File: config.mk
export PLATFORM = sky130hd
export DESIGN_NAME = lsu_mem_align
export DESIGN_NICKNAME = d
export VERILOG_FILES = /design/src/rtl/lsu_pkg.sv /design/src/rtl/lsu_load_format.sv /design/src/rtl/lsu_mem_align.sv
export SDC_FILE = /design/constraint.sdc
export NUM_CORES = 1
export LEC_CHECK = 0
export BUFFER_PORTS_ARGS = -buffer_cell sky130_fd_sc_hd__buf_2
export CAP_MARGIN = 20
export CORE_UTILIZATION = 40
export CTS_CLUSTER_DIAMETER = 50
export CTS_CLUSTER_SIZE = 30
export DETAILED_ROUTE_END_ITERATION = 10
export PLACE_DENSITY = 0.76
export SETUP_SLACK_MARGIN = 0.5
export SLEW_MARGIN = 30
export SYNTH_ARGS = -nofsm -noshare
export SYNTH_HDL_FRONTEND = slang
export SYNTH_HIERARCHICAL = 1
export SYNTH_SLANG_ARGS = --single-unit
File: constraint.sdc
create_clock -name clk -period 5.3 [get_ports clk]
set_input_delay 1.06 -clock clk [delete_from_list [all_inputs] [get_ports clk]]
set_output_delay 1.06 -clock clk [all_outputs]
set_load 0.005 [all_outputs]
File: src/rtl/lsu_pkg.sv
// lsu_pkg: shared encodings for the load/store alignment unit.
//   - request size codes (byte / half / word; 2'b11 is illegal)
//   - response FSM state encoding
package lsu_pkg;

  localparam logic [1:0] SZ_BYTE = 2'b00;
  localparam logic [1:0] SZ_HALF = 2'b01;
  localparam logic [1:0] SZ_WORD = 2'b10;

  typedef enum logic [1:0] {
    ST_IDLE = 2'd0,
    ST_RESP = 2'd1,
    ST_HOLD = 2'd2
  } state_t;

endpackage

File: src/rtl/lsu_load_format.sv
// lsu_load_format: combinational load-data formatting.
// Ports:
//   rdata   - raw 32-bit memory word
//   addr_lo - byte offset within the word
//   size    - access size code (lsu_pkg SZ_*)
//   uns     - 1 = zero-extend, 0 = sign-extend
//   data    - right-justified, extended load result
module lsu_load_format
  import lsu_pkg::*;
(
  input  logic [31:0] rdata,
  input  logic [1:0]  addr_lo,
  input  logic [1:0]  size,
  input  logic        uns,
  output logic [31:0] data
);

  logic [7:0]  byte_lane;
  logic [15:0] half_lane;

  always_comb begin
    case (addr_lo)
      2'd0:    byte_lane = rdata[7:0];
      2'd1:    byte_lane = rdata[15:8];
      2'd2:    byte_lane = rdata[23:16];
      default: byte_lane = rdata[31:24];
    endcase
    half_lane = addr_lo[1] ? rdata[31:16] : rdata[15:0];
  end

  always_comb begin
    case (size)
      SZ_BYTE: data = {{24{~uns & byte_lane[7]}}, byte_lane};
      SZ_HALF: data = {{16{~uns & half_lane[15]}}, half_lane};
      default: data = rdata;
    endcase
  end

endmodule

File: src/rtl/lsu_mem_align.sv
// lsu_mem_align: aligns CPU byte/half/word accesses onto a 32-bit
// sync-read/sync-write memory port and formats the load response.
// Ports:
//   clk, rst_n                  - clock, async active-low reset
//   req_valid/req_ready         - request handshake
//   req_we, req_addr, req_size,
//   req_unsigned, req_wdata     - request fields (byte address)
//   mem_addr, mem_be, mem_wdata,
//   mem_we, mem_rdata           - memory data port (1-cycle read latency)
//   rsp_valid/rsp_ready         - response handshake
//   rsp_rdata, rsp_err          - formatted load data, error flag
module lsu_mem_align
  import lsu_pkg::*;
#(
  parameter int AWIDTH = 12,
  parameter int DWIDTH = 32
) (
  input  logic              clk,
  input  logic              rst_n,
  input  logic              req_valid,
  output logic              req_ready,
  input  logic              req_we,
  input  logic [AWIDTH+1:0] req_addr,
  input  logic [1:0]        req_size,
  input  logic              req_unsigned,
  input  logic [DWIDTH-1:0] req_wdata,
  output logic [AWIDTH-1:0] mem_addr,
  output logic [3:0]        mem_be,
  output logic [DWIDTH-1:0] mem_wdata,
  output logic              mem_we,
  input  logic [DWIDTH-1:0] mem_rdata,
  output logic              rsp_valid,
  input  logic              rsp_ready,
  output logic [DWIDTH-1:0] rsp_rdata,
  output logic              rsp_err
);

  state_t      state, state_next;
  logic        accept;
  logic        req_err;
  logic        mem_access;
  logic [3:0]  be_raw;

  logic [1:0]  addr_lo_reg;
  logic [1:0]  size_reg;
  logic        uns_reg;
  logic        we_reg;
  logic        err_reg;
  logic [31:0] hold_reg;

  logic [31:0] load_data;
  logic [31:0] fmt_data;

  // A new request can enter whenever the response slot frees this cycle.
  assign req_ready = (state == ST_IDLE) || rsp_ready;
  assign accept    = req_valid && req_ready;

  always_comb begin
    case (req_size)
      SZ_BYTE: begin req_err = 1'b0;            be_raw = 4'b0001 << req_addr[1:0]; end
      SZ_HALF: begin req_err = req_addr[0];     be_raw = 4'b0011 << req_addr[1:0]; end
      SZ_WORD: begin req_err = |req_addr[1:0];  be_raw = 4'b1111;                  end
      default: begin req_err = 1'b1;            be_raw = 4'b0000;                  end
    endcase
  end

  always_comb begin
    case (req_size)
      SZ_BYTE: mem_wdata = {4{req_wdata[7:0]}};
      SZ_HALF: mem_wdata = {2{req_wdata[15:0]}};
      default: mem_wdata = req_wdata;
    endcase
  end

  // Erroneous requests still complete the handshake but never touch memory.
  assign mem_access = accept && !req_err;
  assign mem_addr   = req_addr[AWIDTH+1:2];
  assign mem_we     = mem_access && req_we;
  assign mem_be     = mem_access ? be_raw : 4'b0000;

  always_ff @(posedge clk or negedge rst_n) begin
    if (!rst_n) begin
      addr_lo_reg <= 2'd0;
      size_reg    <= 2'd0;
      uns_reg     <= 1'b0;
      we_reg      <= 1'b0;
      err_reg     <= 1'b0;
    end else if (accept) begin
      addr_lo_reg <= req_addr[1:0];
      size_reg    <= req_size;
      uns_reg     <= req_unsigned;
      we_reg      <= req_we;
      err_reg     <= req_err;
    end
  end

  lsu_load_format u_fmt (
    .rdata   (mem_rdata),
    .addr_lo (addr_lo_reg),
    .size    (size_reg),
    .uns     (uns_reg),
    .data    (load_data)
  );

  // Stores and errors report zero data.
  assign fmt_data = (we_reg || err_reg) ? 32'd0 : load_data;

  // mem_rdata is only valid in the RESP cycle; freeze it if the consumer stalls.
  always_ff @(posedge clk or negedge rst_n) begin
    if (!rst_n) begin
      hold_reg <= 32'd0;
    end else if (state == ST_RESP && !rsp_ready) begin
      hold_reg <= fmt_data;
    end
  end

  always_ff @(posedge clk or negedge rst_n) begin
    if (!rst_n) begin
      state <= ST_IDLE;
    end else begin
      state <= state_next;
    end
  end

  always_comb begin
    state_next = state;
    case (state)
      ST_IDLE: if (accept) state_next = ST_RESP;
      ST_RESP,
      ST_HOLD: begin
        if (rsp_ready)       state_next = accept ? ST_RESP : ST_IDLE;
        else                 state_next = ST_HOLD;
      end
      default:               state_next = ST_IDLE;
    endcase
  end

  always_comb begin
    rsp_valid = 1'b0;
    rsp_rdata = 32'd0;
    rsp_err   = 1'b0;
    case (state)
      ST_RESP: begin rsp_valid = 1'b1; rsp_rdata = fmt_data; rsp_err = err_reg; end
      ST_HOLD: begin rsp_valid = 1'b1; rsp_rdata = hold_reg; rsp_err = err_reg; end
      default: ;
    endcase
  end

endmodule

# After elaboration in Yosys (flattened, before gate mapping)
# Index checks and enable logic that the tools add are counted.
op_classes:
  n_eq_ne: 8
  shifts: 2
  mux: 15
  bitwise: 3
  reduce_logical: 14
ops:
  columns: ["cell", "n"]
  rows:
  - ["$pmux W32 S2", 3]
  - ["$mux W32", 1]
  - ["$pmux W8 S3", 1]
  - ["$mux W16", 1]
  - ["$pmux W4 S3", 1]
  - ["$eq A2 B1 Y1 const B", 4]
  - ["$logic_not A2 Y1", 4]
  - ["$eq A2 B2 Y1 const B", 3]
  - ["$logic_and A1 B1 Y1", 4]
  - ["$mux W2", 2]
  - ["$mux W4", 1]
  - ["$pmux W2 S2", 1]
  - ["$reduce_or A2 Y1", 2]
  - ["$shl A1 B2 Y4 const A", 1]
  - ["$shl A2 B2 Y4 const A", 1]
  - ["$mux W1", 3]
  - ["$pmux W1 S3", 1]
  - ["$and A1 B1 Y1", 2]
  - ["$logic_not A1 Y1", 2]
  - ["$logic_or A1 B1 Y1", 2]
  - ["$ne A2 B2 Y1 const B", 1]
  - ["$not A1 Y1", 1]
totals:
  regBits: 41
  in_bits: 86
  out_inout_bits: 84
  word_cells: 49

# Depth between registers and ports, before layout
depth:
  ltp_word: 6
  ltp_mapped: 9
  depth_no_buf: 5

# Modules after synthesis
# Netlist, hierarchy kept.
modules_own_cells:
  columns: ["module", "instances", "cells_per_inst", "area_each_um2", "seq_area_each_um2"]
  rows:
  - ["lsu_mem_align", 1, 268, 2697.6, 1026.0]
  - ["lsu_load_format", 1, 115, 845.8, 0.0]

# Worst setup path before layout
# OpenSTA, ideal clock, no wires.
synth_path:
  kind: "input to output"
  start: "input port mem_rdata[31]"
  end: "output port rsp_rdata[11]"
  t_arrival_ps: 2198
  required_time_ps: 4240
  setup_slack_ps: 2042
  stages: 6
  path_buffers: 1
  cell_sequence: "mux2_2 -> a32oi_2 -> buf_4 -> o221ai_1 -> a22oi_1 -> nor2b_1"
synth_between:
  elab_chain_cells: 5
synth_lines:
  columns: ["item", "line_no", "source"]
  rows:
  - ["start: declaration", "lsu_mem_align.sv:31", "input logic [DWIDTH-1:0] mem_rdata,"]
  - ["$pmux W8 S3", "lsu_load_format.sv:22", "case (addr_lo)"]
  - ["$and A1 B1 Y1", "lsu_load_format.sv:33", "SZ_BYTE: data = {{24{~uns & byte_lane[7]}}, byte_lane};"]
  - ["$pmux W32 S2", "lsu_load_format.sv:32", "case (size)"]
  - ["net load_data[11]", "lsu_mem_align.sv:51", "logic [31:0] load_data;"]
  - ["$mux W32", "lsu_mem_align.sv:106", "assign fmt_data = (we_reg || err_reg) ? 32'd0 : load_data;"]
  - ["$pmux W32 S2", "lsu_mem_align.sv:142", "case (state)"]
  - ["end: declaration", "lsu_mem_align.sv:34", "output logic [DWIDTH-1:0] rsp_rdata,"]
# The timed path passes the listed nets, and every way through them passes these cells.

# Worst setup path after layout
layout_path:
  start: "register addr_lo_reg[1]"
  end: "output port rsp_rdata[23]"
layout_between:
  elab_chain_cells: 6
  elab_cells_between_ends: 10
  cone_classes: "eq/ne (2); mux (5); bitwise (2); reduce/logical (1)"
layout_lines:
  columns: ["item", "line_no", "source"]
  rows:
  - ["start: declaration", "lsu_mem_align.sv:44", "logic [1:0] addr_lo_reg;"]
  - ["start signal: assignment", "lsu_mem_align.sv:89", "addr_lo_reg <= req_addr[1:0];"]
  - ["$eq A2 B2 Y1, or another cell as far along", "lsu_load_format.sv:22", null]
  - ["$pmux W8 S3", "lsu_load_format.sv:22", null]
  - ["$and A1 B1 Y1", "lsu_load_format.sv:33", null]
  - ["$pmux W32 S2 *", "lsu_load_format.sv:32", null]
  - ["net load_data[23]", "lsu_mem_align.sv:51", null]
  - ["$mux W32 *", "lsu_mem_align.sv:106", null]
  - ["$pmux W32 S2 *", "lsu_mem_align.sv:142", null]
# The timed path passes the listed nets; every way through them passes the cells marked *.

==> results by group <==
Yosys
  • Yosys cell types: 43
  • Count of flip-flops with a built-in enable after synthesis: 0
  • Mapped Nets: between 400 and 500
  • Cells after synthesis: roughly 380
  • Synth top area cells: dfrtp_1, a22oi_1, a22o_1, nor2b_1, mux2_2
  • Post-synth top area cell: dfrtp_1
  • Seq cells post-synth: slightly above 40
  • Syn_area_per_cell: roughly 9.3 µm²
  • Synth Warn #: 6
  • Sequential-to-total area share from yosys stat: approximately 29%
  • Netlist Area Pre-Place: 3540 µm²
  • Post-synth ARST share: 100%
  • Most frequent cells after synthesis: a22oi_1, dfrtp_1, nor2b_1
  • Top_reg_cell synth: dfrtp_1
  • Synth top area share: 29.0%

Drt
  • Drt first-iter violations: between 200 and 250
  • Final wirelength: ~11 mm
  • Via count: around 3500
  • First-pass DRT Iterations: 5
  • Vias per cell: around 6
  • Antenna viol nets, final: 0
  • WL per Instance: 18.3 µm
  • DRC Markers: 0

Clocking
  • CTS Buf Count: 5
  • Clk sinks: 41
  • CTS tree: built
  • Hold buffers post-CTS: 0
  • Worst-skew pair later-pin latency: 0.30 ns
  • Htree depth: 2
  • Number of setup buffers added after CTS: 0
  • Clock transition at the registers of the reported paths: around 0.080 ns
  • CTS-repair resized insts: 0
  • CTS max path bufs: 2
  • CTS Root Cell: clkbuf_8

Final layout
  • Share of cells above drive strength 1: around 41%
  • Max reg flops: 32
  • Synth-to-layout area growth: 18.0%
  • Register area: 1030 µm²
  • Fin util: about half
  • Multi-input gate area: ~2100 µm²
  • Fill count: 780
  • Nets: 571
  • Antenna cells: 0

Critical path
  • Critical Path RT: approximately 4.2 ns
  • Crit-path cells: nor2b_1, a32oi_2, buf_4, buf_4, o211ai_2, a22oi_1, nor2b_1, buf_2
  • Worst Setup Start Kind: register
  • Slowest-stage cell, CP: dfrtp_1
  • Critical path capture point type: primary output
  • Critical Path Stages: 8
  • Crit-path max FO: 20
  • Reg2reg path depth: 6
  • Crit path buf inv count: 3
  • Delay-heaviest family, CP: simple AND/OR/NAND/NOR gates
  • Max incr delay on CP: between 0.8 and 0.9 ns
  • CP arrival: 3.22 ns
  • Worst setup path category: register to primary output

Placed design
  • Post-DP HPWL: a little under 8 mm
  • Port Buffer Count: between 100 and 150
  • Routability Congestion: 0.907

Power and ir drop
  • P_leak: roughly 2.0 nW
  • Part of the power in registers: a little under a third
  • Logic pwr share: ~53%
  • NetSw: roughly 0.00071 W
  • Worst vdd ir: roughly 0.19 mV
  • PD cells: a little over 400 nW/µm²
  • Tot Pwr: 0.00171 W
  • Net Sw Frac: just over 40%
  • Internal: between 0.001 and 0.0015 W
  • Clock power share: approximately 16%

Die
  • Effective utilization at floorplan: 42.3%
  • Die Span X: around 96 µm
  • Die height: between 90 and 100 µm
  • Io pins: 170
  • Die ar.: about 9000 µm²
  • Std-Cell Rows: 33
  • Core area: 8380 µm²

Timing
  • TNS Setup: 0 ns
  • Worst-margin pin slew: between 0.8 and 0.9 ns
  • RSZ-0062 raised after global routing: false
  • Final setup viols: 0
  • Max Fclk: between 0.2 and 0.25 GHz
  • Fin. max-slew vios: 0
  • Period utilization: about four fifths
  • Layout Skew: about 0.01 ns
  • Tmin final: between 4 and 5 ns
  • Fin. Hold Viols: 0
  • Max-slew headroom: about 42%

GRT
  • First-pass GRT wire length: ~16 mm
  • GR Util All Layers: between 20% and 30%
  • Total grt overflow: 0
  • Vias in the first global route: between 3000 and 4000
  • Antenna violations before repair: 0
  • Largest net degree at the start of global routing: 42

Min path
  • Hold Path Class: register to register
  • WHS Path Cells: 1

Run status
  • Status: finished, final reports clean

Flow run
  • Max_cap viols: 0
-- metrics by stage --
step / setup slack [ns] / area, µm² / hold slack (ns) / cells
after detailed placement: 1.11 / 4060 / 0.489 / 578
after floorplan: 2.04 / 3540 / 0.471 / 383
final: 1.02 / 4180 / 0.504 / 587
after CTS: 1.02 / 4170 / 0.507 / 586
after global placement: 1.19 / 4050 / 0.488 / 578
after global routing: 0.820 / 4180 / 0.522 / 587
-- power by group through the flow --
stage	Combinational (W)	Sequential (W)	Clock, W
2_1_floorplan	0.000725	0.000504	0
3_3_place_gp	0.000879	0.000533	0
3_5_place_dp	0.000906	0.000539	0
4_1_cts	0.000912	0.000534	0.000269
5_1_grt	0.000993	0.000554	0.000280
6_report	0.000912	0.000537	0.000266
-- routing by layer --
layer | part of all wire (%) | vias to the layer above | track usage [%]
li1 | - | 1594 | -
met2 | 51 | 222 | 41.9
met3 | 9.1 | 22 | 3.95
met1 | 38 | 1663 | 27.2
met4 | 2.1 | 0 | 7.59
met5 | 0 | - | 0
-- worst register-to-register path: cells and delay by family (launching register included) --
| kind | cells | cell delay [ns] |
|---|---|---|
| AO/OA/AOI/OAI | 3 | 0.72 |
| buffers and inverters | 2 | 0.47 |
| flip-flops | 1 | 0.83 |
| AND/OR/NAND/NOR | 1 | 0.72 |
-- placed cells by master (no fill, tap or decap), drive strengths merged, types with 2 or more instances in the layout --
cell type,count
a21oi,3
a22o,32
a22oi,41
buf,151
clkbuf,7
dfrtp,41
ha,4
inv,6
mux2,22
mux2i,23
nand2,38
nand2b,2
nor2,2
nor2b,41
nor3,4
nor3b,2
o211ai,17
o21ai,15
o221ai,8
o22a,7
or2,2
-- cell type report --
class                           count  share of cell area [%]
Inverter                            7                   0.628
Multi-Input combinational cell    275                    50.4
Clock inverter                      1                   0.718
Sequential cell                    41                    24.5
Clock buffer                        7                    2.06
Tap cell                          105                    3.14
Timing Repair Buffer              151                    18.5
-- cell families after synthesis --
group	share of synthesized area [%]
buf+inv	11.6
fa+ha+maj	1.41
compound gates	29.3
xor+xnor	0.247
mux	13.5
flops	29.0
simple gates	15.0
-- worst paths after layout --
| path | from | endpoint | slack (ns) |
|---|---|---|---|
| worst max-delay path | addr_lo_reg[1] | rsp_rdata[23] | 1.02 |
| worst min-delay path | uns_reg | uns_reg | 0.50 |
| worst max register to register | addr_lo_reg[1] | hold_reg[21] | 2.51 |
| worst min register to register | uns_reg | uns_reg | 0.50 |
| max in group asynchronous | rst_n | hold_reg[9] | 4.18 |
| min in group asynchronous | rst_n | hold_reg[13] | 0.73 |
(Power assumes the default switching activity.)
